File: src/rtl/control_unit_pkg.sv
// Shared definitions for the control unit slice.
//   - state_t    : FSM state encoding
//   - opcode_t   : instruction opcode field values (IR[7:6])
//   - REG_A/REG_G: bus bit indices of the accumulator input and ALU result registers
//   - reg_sel_t  : enable + 4-bit register index fed to reg_select_decoder
package control_unit_pkg;

  localparam int BUS_W = 16;

  localparam logic [3:0] REG_A = 4'd8;
  localparam logic [3:0] REG_G = 4'd9;

  typedef enum logic [2:0] {
    ST_RST   = 3'd0,
    ST_FETCH = 3'd1,
    ST_LATCH = 3'd2,
    ST_T1    = 3'd3,
    ST_T2    = 3'd4,
    ST_T3    = 3'd5,
    ST_WAIT  = 3'd6
  } state_t;

  typedef enum logic [1:0] {
    OP_MOV  = 2'b00,
    OP_WAIT = 2'b01,
    OP_ADD  = 2'b10,
    OP_XOR  = 2'b11
  } opcode_t;

  typedef struct packed {
    logic       en;
    logic [3:0] idx;
  } reg_sel_t;

  // Select a register on the bus: general registers r0-r7 or REG_A/REG_G.
  function automatic reg_sel_t sel(input logic [3:0] idx);
    return '{en: 1'b1, idx: idx};
  endfunction

  // Widen a 3-bit general-register field to a bus index.
  function automatic logic [3:0] gpr(input logic [2:0] r);
    return {1'b0, r};
  endfunction

endpackage

File: src/rtl/control_unit_reg_select_decoder.sv
// reg_select_decoder: maps a 4-bit register index to a 16-bit one-hot bus value.
// Ports:
//   en     - when low the output is all zeros
//   idx    - register index (0-7 = r0-r7, 8 = A, 9 = G)
//   onehot - one-hot select; indices above 9 produce zero so bits 15:10 never assert
module reg_select_decoder
  import control_unit_pkg::*;
(
  input  logic             en,
  input  logic [3:0]       idx,
  output logic [BUS_W-1:0] onehot
);

  always_comb begin
    // NOTE: default assignment first so every path drives onehot and no latch is inferred.
    onehot = '0;
    if (en && (idx <= REG_G)) onehot[idx] = 1'b1;
  end

endmodule

File: src/rtl/control_unit.sv
// control_unit: multi-cycle sequencer for a small bus-based datapath.
// Fetches an 8-bit instruction (opcode IR[7:6], rx IR[5:3], ry IR[2:0]) and
// steps the bus through MOV, ADD, XOR or WAIT.
// Ports:
//   clock       - system clock, rising edge
//   resetnot    - synchronous active-low reset
//   instruction - instruction word from instruction memory, captured in LATCH
//   go          - resume request, only honoured in WAIT
//   rout        - one-hot bus driver select (r0-r7, A=8, G=9)
//   ren         - one-hot register load enable, same map as rout
//   addxor      - ALU op (0 add, 1 xor), only meaningful in T2
//   increment   - program counter advance strobe (FETCH)
//   waiting     - high while stalled on WAIT
module control_unit
  import control_unit_pkg::*;
(
  input  logic             clock,
  input  logic             resetnot,
  input  logic [7:0]       instruction,
  input  logic             go,
  output logic [BUS_W-1:0] rout,
  output logic [BUS_W-1:0] ren,
  output logic             addxor,
  output logic             increment,
  output logic             waiting
);

  state_t     state, state_next;
  logic [7:0] ir;
  opcode_t    opcode;
  logic [2:0] rx, ry;
  reg_sel_t   rout_sel, ren_sel;

  assign opcode = opcode_t'(ir[7:6]);
  assign rx     = ir[5:3];
  assign ry     = ir[2:0];

  // State register.
  always_ff @(posedge clock) begin
    // NOTE: sequential state uses non-blocking assignments so every flop samples pre-edge values.
    if (!resetnot) state <= ST_RST;
    else           state <= state_next;
  end

  // Instruction register: loaded only at the end of LATCH, so instruction
  // changes at any other time cannot disturb the executing instruction.
  always_ff @(posedge clock) begin
    if (!resetnot)               ir <= '0;
    else if (state == ST_LATCH) ir <= instruction;
  end

  // Next-state logic. The WAIT branch is decided from the incoming word
  // because IR is only updated at the same edge.
  always_comb begin
    state_next = state;
    case (state)
      ST_RST:   state_next = ST_FETCH;
      ST_FETCH: state_next = ST_LATCH;
      ST_LATCH: state_next = (instruction[7:6] == OP_WAIT) ? ST_WAIT : ST_T1;
      ST_T1:    state_next = (opcode == OP_MOV) ? ST_FETCH : ST_T2;
      ST_T2:    state_next = ST_T3;
      ST_T3:    state_next = ST_FETCH;
      ST_WAIT:  state_next = go ? ST_FETCH : ST_WAIT;
      default:  state_next = ST_RST;
    endcase
  end

  // Output decode from state and IR only.
  always_comb begin
    rout_sel  = '0;
    ren_sel   = '0;
    addxor    = 1'b0;
    increment = 1'b0;
    waiting   = 1'b0;
    case (state)
      ST_FETCH: increment = 1'b1;
      ST_T1: begin
        if (opcode == OP_MOV) begin
          rout_sel = sel(gpr(ry));
          ren_sel  = sel(gpr(rx));
        end else begin
          rout_sel = sel(gpr(rx));
          ren_sel  = sel(REG_A);
        end
      end
      ST_T2: begin
        rout_sel = sel(gpr(ry));
        ren_sel  = sel(REG_G);
        addxor   = ir[6];  // 0 for ADD (10), 1 for XOR (11)
      end
      ST_T3: begin
        rout_sel = sel(REG_G);
        ren_sel  = sel(gpr(rx));
      end
      ST_WAIT: waiting = 1'b1;
      default: ;
    endcase
  end

  reg_select_decoder u_rout_dec (
    .en     (rout_sel.en),
    .idx    (rout_sel.idx),
    .onehot (rout)
  );

  reg_select_decoder u_ren_dec (
    .en     (ren_sel.en),
    .idx    (ren_sel.idx),
    .onehot (ren)
  );

endmodule
File: config.mk
export PLATFORM = sky130hd
export DESIGN_NAME = control_unit
export DESIGN_NICKNAME = d
export VERILOG_FILES = /design/src/rtl/control_unit_pkg.sv /design/src/rtl/control_unit_reg_select_decoder.sv /design/src/rtl/control_unit.sv
export SDC_FILE = /design/constraint.sdc
export NUM_CORES = 1
export LEC_CHECK = 0
export BUFFER_PORTS_ARGS = -buffer_cell sky130_fd_sc_hd__buf_2
export CORE_MARGIN = 5
export CORE_UTILIZATION = 50
export CTS_CLUSTER_DIAMETER = 150
export CTS_CLUSTER_SIZE = 12
export DETAILED_ROUTE_END_ITERATION = 6
export PLACE_DENSITY_LB_ADDON = 0.12
export SLEW_MARGIN = 20
export SYNTH_ARGS = -nofsm -noshare
export SYNTH_HDL_FRONTEND = slang
export SYNTH_SLANG_ARGS = --single-unit
File: constraint.sdc
create_clock -name clock -period 4.2 [get_ports clock]
set_input_delay 0.84 -clock clock [delete_from_list [all_inputs] [get_ports clock]]
set_output_delay 0.84 -clock clock [all_outputs]
set_load 0.02 [all_outputs]
==> qor.csv <==
stage;metric;value;unit
detailed_routing;Detailed Routing Iterations Pass 1;3;
worst_setup_path;Critical Path AT;2.15;ns
layout;Post-Route Utilization;58.4;%
synth;synthesized area per cell;9.33;sq um
global_route;GR Util met2;22.2;%
worst_setup_path;setup slack, reg-to-reg;2.65;ns
synth;Synth warnings;0;
sta;Slew Limit Fails;0;
sta;fmax;334;MHz
synth;synth unique cells;40;
detailed_routing;DR iter-0 viols;7;
floorplanning;Die ar.;3010;sq um
worst_setup_path;critical path peak fanout;20;
layout;Layout area overhead;12.7;%
worst_setup_path;Critical Path End Type;primary output;
hold_path;HP Class;reg2reg;
global_route;global route overflow;0;
placement;dpl hpwl;1560;um
worst_setup_path;crit path from;state[0]$_SDFF_PN0_;
layout;ratio of cells with drive above 1 in the final layout;43.4;%
detailed_routing;Final Routed Wirelength;1940;um
clocking;CTS Buf Count;3;
sta;Tmin final;2.99;ns
floorplanning;boundary pin count;46;
pwr;worst vdd ir;0.211;mV
sta;final hold vios;0;
global_route;met1 usage;17.4;%
detailed_routing;DR vias/cell;4.83;
floorplanning;num rows;16;
hold_path;min-delay src;ir[7]$_SDFFE_PN0P_;
worst_setup_path;CP Launch Type;flip-flop;
clocking;Post-CTS Setup Bufs;0;
floorplanning;chip width;54.9;um
floorplanning;core area;1940;sq um
placement;gp weighted congestion;0.761;
sta;Tcrit/Tclk final;71.2;%
global_route;largest net degree at the start of global routing;21;
sta;relative slew slack;48.8;%
synth;top cell type's share of synthesized area;21.9;%
global_route;GRT Max-Usage Layer;met2;
clocking;Clock Sinks;11;
sta;Worst Skew;0.000360;ns
placement;# port buffers;32;
clocking;Worst-path clk slew;0.07;ns
global_route;met3 usage;0.817;%
detailed_routing;Post-DRT Antenna Nets;0;
floorplanning;Die Y;54.9;um
clocking;Hold Buf Count CTS;0;
detailed_routing;wire length per cell;11.9;um
worst_setup_path;Setup CP Type;reg2out;
worst_setup_path;RR Endpoint;ir[4]$_SDFFE_PN0P_;
detailed_routing;drt drc;0;
run;max_cap viols;0;
pwr;P_leak;0.546;nW
global_route;total track usage;13.2;%
synth;instance count of the mapped netlist;108;
synth;Post-Syn Area;1010;sq um
placement;Place WS;1.50;ns
global_route;initial antenna violation count;0;
detailed_routing;Vias;787;
synth;Synth area leaders;dfxtp_1, buf_4, mux2i_1;
synth;Seq/Total Area, Yosys;21.9;%
sta;Hold Slack;0.556;ns
layout;diode count;0;
worst_setup_path;worst setup path end;rout[5];
synth;Yosys reg bits;11;
clocking;H-tree Lvls;1;
pwr;Power Dens Cells;254;nW/um^2
sta;slew at the pin with the worst max-slew slack;0.767;ns
sta;total negative slack;0;ns
worst_setup_path;Critical R2R Launch;state[0]$_SDFF_PN0_;
sta;Final WS setup;1.21;ns
clocking;post-cts resize count;0;
synth;top cell type by total area after synthesis;dfxtp_1;
worst_setup_path;CP Data Required Time;3.36;ns
sta;Setup violations, final;0;
worst_setup_path;R2R depth;3;
layout;NumNets Final;148;
global_route;first-pass GRT wire length;2900;um
clocking;Root Driver;clkbuf_4;
clocking;CTS tree;built;
sta;RSZ-0062 raised after global routing;false;
global_route;vias in the first global route;670;
clocking;CTS max path bufs;2;
outcome;status;finished clean;
clocking;worst skew pair latency;0.26;ns
floorplanning;Initial Util;51.9;%
stage by stage:
step	std cells	power, mW	cell area (sq um)
finish	163	0.288	1130
detailed placement	159	0.221	1110
CTS	163	0.291	1130
floorplan	120	0.215	1050
global route	163	0.307	1130
global placement	159	0.220	1110
per-layer routing:
layer,vias up,share of wire (%)
li1,405,-
met1,357,45
met2,23,48
met3,2,6.6
met4,0,0.62
met5,-,0
flip-flops by register name, indices dropped and copies added (netlist names):
register  flops
state         3
ir            8
area by class of cell:
cell class	instances	area, sq um
Clock buffer	3	22.5
Clock inverter	1	5.00
Fill cell	192	807
Inverter	3	11.3
Multi-Input combinational cell	86	682
Sequential cell	11	220
Tap cell	27	33.8
Timing Repair Buffer	32	160
Yosys cell counts:
| cell type | count |
|---|---|
| buf_4 | 14 |
| dfxtp_1 | 11 |
| nor2b_1 | 11 |
| mux2i_1 | 9 |
| a21oi_1 | 4 |
| nor2_1 | 4 |
| nor3b_2 | 4 |
| a31o_4 | 3 |
| and2_1 | 3 |
| buf_2 | 3 |
| nand2b_1 | 3 |
| nor3_1 | 3 |
| a22oi_4 | 2 |
| clkbuf_1 | 2 |
| inv_1 | 2 |
| nand2_1 | 2 |
| nand3_1 | 2 |
| nor4_1 | 2 |
| nor4b_2 | 2 |
| o21ai_0 | 2 |
| a21oi_2 | 1 |
| a22o_1 | 1 |
| a22o_4 | 1 |
| a22oi_2 | 1 |
| a31o_2 | 1 |
| and2_2 | 1 |
| and2b_4 | 1 |
| and3_1 | 1 |
| and3_4 | 1 |
| and3b_1 | 1 |
| buf_6 | 1 |
| conb_1 | 1 |
| inv_2 | 1 |
| nor2b_4 | 1 |
| nor3_2 | 1 |
| nor3_4 | 1 |
| nor3b_1 | 1 |
| o221ai_1 | 1 |
| or2_1 | 1 |
| or2_4 | 1 |
kinds of logic (layout without fill, tap and decap cells):
family	Yosys count	count (layout)	share of synthesized area, %
DFF	11	11	21.9
other	1	13	0.372
buffers and inverters	23	39	14.9
and+or+nand+nor	47	47	35.0
muxes	9	9	8.94
AOI/OAI and AO/OA	17	17	18.9
cell usage in the layout, fill, tap and decap left out, drive strengths merged:
| cell type | instances |
|---|---|
| mux2i | 9 |
| nand2b | 3 |
| dfxtp | 11 |
| nor3 | 5 |
| buf | 32 |
| nor3b | 5 |
| nor2b | 12 |
| a21oi | 5 |
| a22o | 2 |
| clkinv | 1 |
| nor4b | 2 |
| nor4 | 2 |
| conb | 13 |
| inv | 3 |
| and2b | 1 |
| a31o | 4 |
| or2 | 2 |
| o21ai | 2 |
| a22oi | 3 |
| nand2 | 2 |
| o221ai | 1 |
| and3 | 2 |
| nand3 | 2 |
| clkbuf | 3 |
| nor2 | 4 |
| and3b | 1 |
| and2 | 4 |
worst min-delay path by stage:
stage / cells after the start / end / slack (ns)
detailed placement: 2 / ir[7]$_SDFFE_PN0P_ / 0.55
global route: 2 / ir[1]$_SDFFE_PN0P_ / 0.60
global placement: 2 / ir[6]$_SDFFE_PN0P_ / 0.55
floorplan: 2 / ir[7]$_SDFFE_PN0P_ / 0.51
CTS: 2 / ir[7]$_SDFFE_PN0P_ / 0.56
finish: 2 / ir[7]$_SDFFE_PN0P_ / 0.56
power breakdown:
group | internal (mW) | switching, mW
sequential | 0.112 | 0.0193
combinational | 0.0382 | 0.0494
clock | 0.0351 | 0.0340
total | 0.185 | 0.103
critical path: stages (launching register included):
cell	delay, ns
dfxtp_1	0.82
nor3b_1	0.17
a31o_4	0.27
a22oi_4	0.23
nor3b_2	0.21
buf_2	0.18
Power figures use the tool's default switching activity.
